<file path="src/rtl/cpu_bus_arbiter_pkg.sv">
// cpu_bus_arbiter_pkg: bus widths, read/write levels, FSM state and owner encodings.
package cpu_bus_arbiter_pkg;
  localparam int WORD_ADDR_W = 30;
  localparam int WORD_DATA_W = 32;
  localparam logic READ  = 1'b1;
  localparam logic WRITE = 1'b0;
  typedef enum logic [1:0] {IDLE, WAIT, OWN} arb_state_e;
  typedef enum logic {ARB_OWN_IF, ARB_OWN_MEM} arb_owner_e;
endpackage

</file>
<file path="src/rtl/cpu_bus_prio.sv">
// cpu_bus_prio: owner selection with MEM priority and IF anti-starvation counter.
module cpu_bus_prio
  import cpu_bus_arbiter_pkg::*;
#(
  parameter int STARVE_MAX = 4
) (
  input  logic       clk,
  input  logic       reset,
  input  logic       if_req_,
  input  logic       mem_req_,
  input  logic       sel,
  output arb_owner_e owner
);
  logic [2:0] starve_cnt;
  logic       mem_win;
  assign mem_win = !mem_req_ && (if_req_ || starve_cnt != 3'(STARVE_MAX));
  always_ff @(posedge clk or posedge reset) begin
    if (reset) begin
      owner      <= ARB_OWN_IF;
      starve_cnt <= '0;
    end else if (sel) begin
      owner <= mem_win ? ARB_OWN_MEM : ARB_OWN_IF;
      if (!mem_win) starve_cnt <= '0;
      else if (!if_req_ && starve_cnt != 3'(STARVE_MAX)) starve_cnt <= starve_cnt + 3'd1;
    end
  end
endmodule

</file>
<file path="src/rtl/cpu_bus_arbiter.sv">
// cpu_bus_arbiter: merges IF and MEM bus masters onto one system-bus master port.
module cpu_bus_arbiter
  import cpu_bus_arbiter_pkg::*;
#(
  parameter int STARVE_MAX = 4
) (
  input  logic                   clk,
  input  logic                   reset,
  input  logic                   if_req_,
  output logic                   if_grnt_,
  input  logic [WORD_ADDR_W-1:0] if_addr,
  input  logic                   if_as_,
  input  logic                   if_rw,
  input  logic [WORD_DATA_W-1:0] if_wr_data,
  output logic                   if_rdy_,
  input  logic                   mem_req_,
  output logic                   mem_grnt_,
  input  logic [WORD_ADDR_W-1:0] mem_addr,
  input  logic                   mem_as_,
  input  logic                   mem_rw,
  input  logic [WORD_DATA_W-1:0] mem_wr_data,
  output logic                   mem_rdy_,
  output logic                   bus_req_,
  input  logic                   bus_grnt_,
  output logic [WORD_ADDR_W-1:0] bus_addr,
  output logic                   bus_as_,
  output logic                   bus_rw,
  output logic [WORD_DATA_W-1:0] bus_wr_data,
  input  logic                   bus_rdy_
);
  arb_state_e state;
  arb_owner_e owner;
  logic       sel, owner_req_, own_if, own_mem;
  assign sel        = state == IDLE && (!if_req_ || !mem_req_);
  assign owner_req_ = owner == ARB_OWN_IF ? if_req_ : mem_req_;
  assign own_if     = state == OWN && owner == ARB_OWN_IF;
  assign own_mem    = state == OWN && owner == ARB_OWN_MEM;
  cpu_bus_prio #(.STARVE_MAX(STARVE_MAX)) u_prio (
    .clk      (clk),
    .reset    (reset),
    .if_req_  (if_req_),
    .mem_req_ (mem_req_),
    .sel      (sel),
    .owner    (owner)
  );
  always_ff @(posedge clk or posedge reset) begin
    if (reset) begin
      state     <= IDLE;
      bus_req_  <= 1'b1;
      if_grnt_  <= 1'b1;
      mem_grnt_ <= 1'b1;
    end else begin
      case (state)
        IDLE: if (sel) begin
          bus_req_ <= 1'b0;
          state    <= WAIT;
        end
        WAIT: if (owner_req_) begin
          bus_req_ <= 1'b1;
          state    <= IDLE;
        end else if (!bus_grnt_) begin
          if_grnt_  <= owner != ARB_OWN_IF;
          mem_grnt_ <= owner != ARB_OWN_MEM;
          state     <= OWN;
        end
        OWN: if (owner_req_) begin
          if_grnt_  <= 1'b1;
          mem_grnt_ <= 1'b1;
          bus_req_  <= 1'b1;
          state     <= IDLE;
        end else if (bus_grnt_) begin
          if_grnt_  <= 1'b1;
          mem_grnt_ <= 1'b1;
          state     <= WAIT;
        end
        default: state <= IDLE;
      endcase
    end
  end
  // Outside OWN the system bus sees an idle read with everything zeroed.
  always_comb begin
    bus_addr    = own_if ? if_addr    : own_mem ? mem_addr    : '0;
    bus_as_     = own_if ? if_as_     : own_mem ? mem_as_     : 1'b1;
    bus_rw      = own_if ? if_rw      : own_mem ? mem_rw      : READ;
    bus_wr_data = own_if ? if_wr_data : own_mem ? mem_wr_data : '0;
    if_rdy_     = own_if  ? bus_rdy_ : 1'b1;
    mem_rdy_    = own_mem ? bus_rdy_ : 1'b1;
  end
endmodule

</file>
<file path="config.mk">
export PLATFORM = sky130hd
export DESIGN_NAME = cpu_bus_arbiter
export DESIGN_NICKNAME = d
export VERILOG_FILES = /design/src/rtl/cpu_bus_arbiter_pkg.sv /design/src/rtl/cpu_bus_prio.sv /design/src/rtl/cpu_bus_arbiter.sv
export SDC_FILE = /design/constraint.sdc
export NUM_CORES = 1
export LEC_CHECK = 0
export ABC_AREA = 1
export CAP_MARGIN = 20
export CORE_MARGIN = 4
export CORE_UTILIZATION = 24
export DETAILED_ROUTE_END_ITERATION = 8
export MAX_ROUTING_LAYER = met4
export PLACE_DENSITY = 0.81
export SETUP_SLACK_MARGIN = 0.3
export SYNTH_ARGS = -nofsm -noshare
export SYNTH_HDL_FRONTEND = slang
export SYNTH_HIERARCHICAL = 1
export SYNTH_SLANG_ARGS = --single-unit
</file>
<file path="constraint.sdc">
create_clock -name clk -period 2.2 [get_ports clk]
set_input_delay 0.55 -clock clk [delete_from_list [all_inputs] [get_ports clk]]
set_output_delay 0.55 -clock clk [all_outputs]
set_load 0.02 [all_outputs]
</file>
Word level (Yosys, flattened, before mapping)
Index checks and enable logic that the tools add are counted.
{"block": "op_classes", "add_sub_neg": 1, "eq_ne": 10, "mux": 31, "bitwise": 1, "reduce_logical": 17}
{"cell": "two-way mux 32 bit", "n": 2}
{"cell": "two-way mux 30 bit", "n": 2}
{"cell": "two-way mux 1 bit", "n": 16}
{"cell": "two-way mux 2 bit", "n": 5}
{"cell": "!= test 3 bit (second input constant)", "n": 3}
{"cell": "!= test 2 bit (second input constant)", "n": 4}
{"cell": "two-way mux 3 bit", "n": 2}
{"cell": "case mux 1 bit (2 select lines)", "n": 3}
{"cell": "case mux 2 bit (3 select lines)", "n": 1}
{"cell": "AND reduction 3 bit", "n": 2}
{"cell": "logical AND 1 bit", "n": 5}
{"cell": "AND reduction 4 bit", "n": 1}
{"cell": "nonzero test 2 bit", "n": 2}
{"cell": "adder 3 x 1 -> 3 bit (second input constant)", "n": 1}
{"cell": "== test 2 x 1 -> 1 bit (second input constant)", "n": 1}
{"cell": "== test 2 bit (second input constant)", "n": 1}
{"cell": "zero test 1 bit", "n": 2}
{"cell": "zero test 2 bit", "n": 1}
{"cell": "logical OR 1 bit", "n": 2}
{"cell": "!= test 2 x 1 -> 1 bit (second input constant)", "n": 1}
{"cell": "AND reduction 2 bit", "n": 1}
{"cell": "OR reduction 2 bit", "n": 1}
{"cell": "inverter 1 bit", "n": 1}
{"block": "totals", "ff_bits": 9, "inputBits": 134, "output_inout_bits": 69, "word_cells": 66}

Logic depth before layout (Yosys ltp)
{"block": "logic_depth", "word_depth": 5, "mapped_depth": 8, "depth_no_buf": 8}

Hierarchy
Netlist, hierarchy kept.
{"module": "cpu_bus_arbiter", "n_inst": 1, "cells_per_inst": 141, "area_each_um2": 1181.1, "seq_area_each_um2": 128.9}
{"module": "cpu_bus_prio", "n_inst": 1, "cells_per_inst": 32, "area_each_um2": 242.7, "seq_area_each_um2": 100.1}

Least setup slack after synthesis
No wires, ideal clock.
{"block": "synth_timing", "path_kind": "register to output", "from": "register state[0]", "to": "output bus_addr[0]", "arrival_ps": 1333, "t_required_ps": 1650, "slack_ps": 317, "stages_incl_launch_ff": 7, "n_path_buf": 1, "cell_sequence": "dfrtp_1 > inv_1 > ha_1 > nand2_2 > inv_4 > buf_6 > a22o_1"}
{"block": "synth_via", "elab_chain_len": 4, "word_cells_on_any_way": 5, "classes_between": "eq/ne (1); mux (2); reduce/logical (2)"}
{"item": "start, declared", "line": "cpu_bus_arbiter.sv:31", "source": "arb_state_e state;"}
{"item": "start signal, assigned", "line": "cpu_bus_arbiter.sv:48", "source": "state <= IDLE;"}
{"item": "start signal, assigned", "line": "cpu_bus_arbiter.sv:56", "source": "state <= WAIT;"}
{"item": "start signal, assigned", "line": "cpu_bus_arbiter.sv:60", "source": "state <= IDLE;"}
{"item": "== test 2 bit (*)", "line": "cpu_bus_arbiter.sv:36, cpu_bus_arbiter.sv:37"}
{"item": "logical AND 1 bit", "line": "cpu_bus_arbiter.sv:37", "source": "assign own_mem = state == OWN && owner == ARB_OWN_MEM;"}
{"item": "two-way mux 30 bit", "line": "cpu_bus_arbiter.sv:82", "source": "bus_addr = own_if ? if_addr : own_mem ? mem_addr : '0;"}
{"item": "two-way mux 30 bit (*)", "line": "cpu_bus_arbiter.sv:82"}
{"item": "end, declared", "line": "cpu_bus_arbiter.sv:25", "source": "output logic [WORD_ADDR_W-1:0] bus_addr,"}
Every way passes the cells marked *; elsewhere a longest branch is shown, timed or not.

Worst setup path after layout
{"block": "layout_timing", "from": "register state[1]", "to": "output bus_wr_data[27]"}
{"block": "layout_via", "elab_chain_len": 4, "word_cells_on_any_way": 5, "classes_between": "eq/ne (1); mux (2); reduce/logical (2)"}
{"item": "== test 2 bit (*)", "line": "cpu_bus_arbiter.sv:36, cpu_bus_arbiter.sv:37"}
{"item": "logical AND 1 bit", "line": "cpu_bus_arbiter.sv:37"}
{"item": "two-way mux 32 bit", "line": "cpu_bus_arbiter.sv:85", "source": "bus_wr_data = own_if ? if_wr_data : own_mem ? mem_wr_data : '0;"}
{"item": "two-way mux 32 bit (*)", "line": "cpu_bus_arbiter.sv:85"}
{"item": "end, declared", "line": "cpu_bus_arbiter.sv:28", "source": "output logic [WORD_DATA_W-1:0] bus_wr_data,"}
Marked as above.

==> out/qor.yml <==
ys_seq_area_share_pct: 16.1
grt_overflow: 0
vias_per_cell: 4.83
io_pins: 203
final_area_sq_um: 3750
post-place-ws_ns: -0.181
die_w_um: 85.0
root_buffer: "clkbuf_8"
crit_path_max_fanout: 13
slowest_delay_ns: 0.43
fin_cells: 461
cp-start-kind: "flop"
holdPathStages: 2
status: "completed"
clock_path_buffers: 2
path_clk_slew_ns: 0.04
antennaDiodeCount: 0
areaGrowthSynthToFinish_pct: 164
crit_arrival_ns: 1.55
reg2regPathDepth: 11
die-area_sq_um: 7230
worst-path-buf-inv: 3
yosys.cell_types.count: 23
grt_setup_unrepaired: "yes"
end_kind: "primary output"
avgRoutedWirePerCell_um: 19.0
row_count: 27
syn_nets: 315
max-vdd-ir-drop_mv: 0.771
finalPower_mw: 2.62
met3_usage_pct: 3.98
power_density_nw_per_um2: 698
routed_wl_um: 8760
crit_chain: "ha_4, nand2_4, inv_8, buf_12, a22o_2, buf_6"
grt_usage_pct: 22.0
finClkSkew_ns: 0.00476
final_cell_mix: "clkdlybuf4s50_1, a22o_1, buf_6"
clock-sinks: 9
worst_slack_ns: 0.104
grt_max_degree: 25
fin_tns_setup_ns: 0
grt_pass1_wl_um: 12400
finalSetupViolCount: 0
globalplace.congestion: 0.989
ys_ff_latch: 9
post-route-util_pct: 66.5
grt_pass1_vias: 2142
num-nets-final: 532
io_buffers: 202
hold_buffers: 0
tightest_slew_ns: 0.375
p_leak_nw: 1.74
finalHoldViolCount: 0
grt_use_met1_pct: 25.0
finalCriticalPeriod_ns: 2.10
fmax_mhz: 477
dp_cells: 451
design.core.area_sq_um: 5640
yosysWarnings: 6
drive_gt1_share_pct: 29.3
slew_headroom_pct: 74.9
cts_buffers: 3
avgSynthCellArea_sq_um: 8.23
cts_tree: "built"
grtUsageMet2_pct: 40.7
whs_ns: 0.463
fin_crit_sh_pct: 95.3
insertion_delay_ns: 0.23
drtAntennaViolNets: 0
start_util_pct: 25.2
drc: 0
cp_slowest_cell: "dfrtp_1"
drt_first_pass_iters: 4
syn_inst: 173
critPathRequiredTime_ns: 1.65
hpwl_um: 7230
drv_cap: 0
dieHeight_um: 85.0
antenna_found_initial: 0
worstHoldPathType: "flop to flop"
final_max_slew_viol_count: 0
path_delay_family: "flip-flops"
cp.depth: 6
placedInstanceArea_sq_um: 3570
top_usage_layer: "met2"
critPathKind: "flop to primary output"
drt_iter0_drc: 54
syn_area_sq_um: 1420
final_common_cell: "clkdlybuf4s50_1"
cts_max_level: 1
vias: 2225
-- Yosys cell counts, drive strengths merged --
cell,number,area (sq um)
a21oi,4,31.3
a22o,62,547
buf,12,135
dfrtp,6,150
dfstp,3,78.8
ha,8,100
inv,20,82.6
nand2,30,133
nand3,10,55.1
nand3b,1,7.51
nand4,4,40.0
nor2,9,33.8
o21ai,2,10.0
o22a,2,20.0
-- logic make-up (layout without fill, tap and decap cells) --
logic type	count (synthesis)	in the layout	synth area share, %
AOI/OAI and AO/OA	70	70	42.7
adders and majority gates	8	8	7.03
buffers and inverters	32	248	15.3
DFF	9	9	16.1
and+or+nand+nor	54	54	18.9
-- worst min-delay path, stage by stage, from the launching register on --
cell and delay, ns:
dfstp_2 0.36, nand2_1 0.05, nand2_1 0.04
-- state kept, by name, indices dropped and copies added, names as in the netlist --
name and count:
if_grnt_ 1, state 2, u_prio/owner 1, bus_req_ 1, mem_grnt_ 1, u_prio/starve_cnt 3
-- repair_timing --
item / in CTS / in global routing
resized for setup: 346 / 39
gates cloned: 1 / 2
setup buffers: 2 / 1
pin swaps: 3 / 4
endpoints found under the setup margin: 69 / 67
-- worst paths after layout --
| path | startpoint | endpoint | slack [ns] |
|---|---|---|---|
| setup / recovery | state[1] | bus_wr_data[27] | 0.10 |
| hold / removal | if_grnt_ | if_grnt_ | 0.46 |
| setup reg to reg | state[0] | u_prio/starve_cnt[0] | 0.52 |
| hold reg to reg | if_grnt_ | if_grnt_ | 0.46 |
| max in group asynchronous | reset | bus_req_ | 1.42 |
| min in group asynchronous | reset | u_prio/starve_cnt[1] | 0.53 |
-- power breakdown --
group	internal, mW	total, mW	switching [mW]
Clock	0.126	0.191	0.0647
Combinational	1.09	2.12	1.04
Sequential	0.254	0.308	0.0536
Total	1.47	2.62	1.15
-- routing by layer --
| layer | share of wire (%) | up-vias | routed length, um |
|---|---|---|---|
| li1 | - | 1078 | - |
| met1 | 37 | 1035 | 3280 |
| met2 | 55 | 100 | 4780 |
| met3 | 6.9 | 12 | 602 |
| met4 | 1.1 | 0 | 98 |
| met5 | 0 | - | 0 |
-- final cells by class --
class                           count  area (sq um)
Fill cell                         468          1890
Multi-Input combinational cell    132          1010
Tap cell                           72          90.1
Timing Repair Buffer              224          2290
Sequential cell                     9           229
Clock buffer                        4          45.0
Inverter                           20          90.1
No activity file was read; power rests on OpenSTA's default activity.
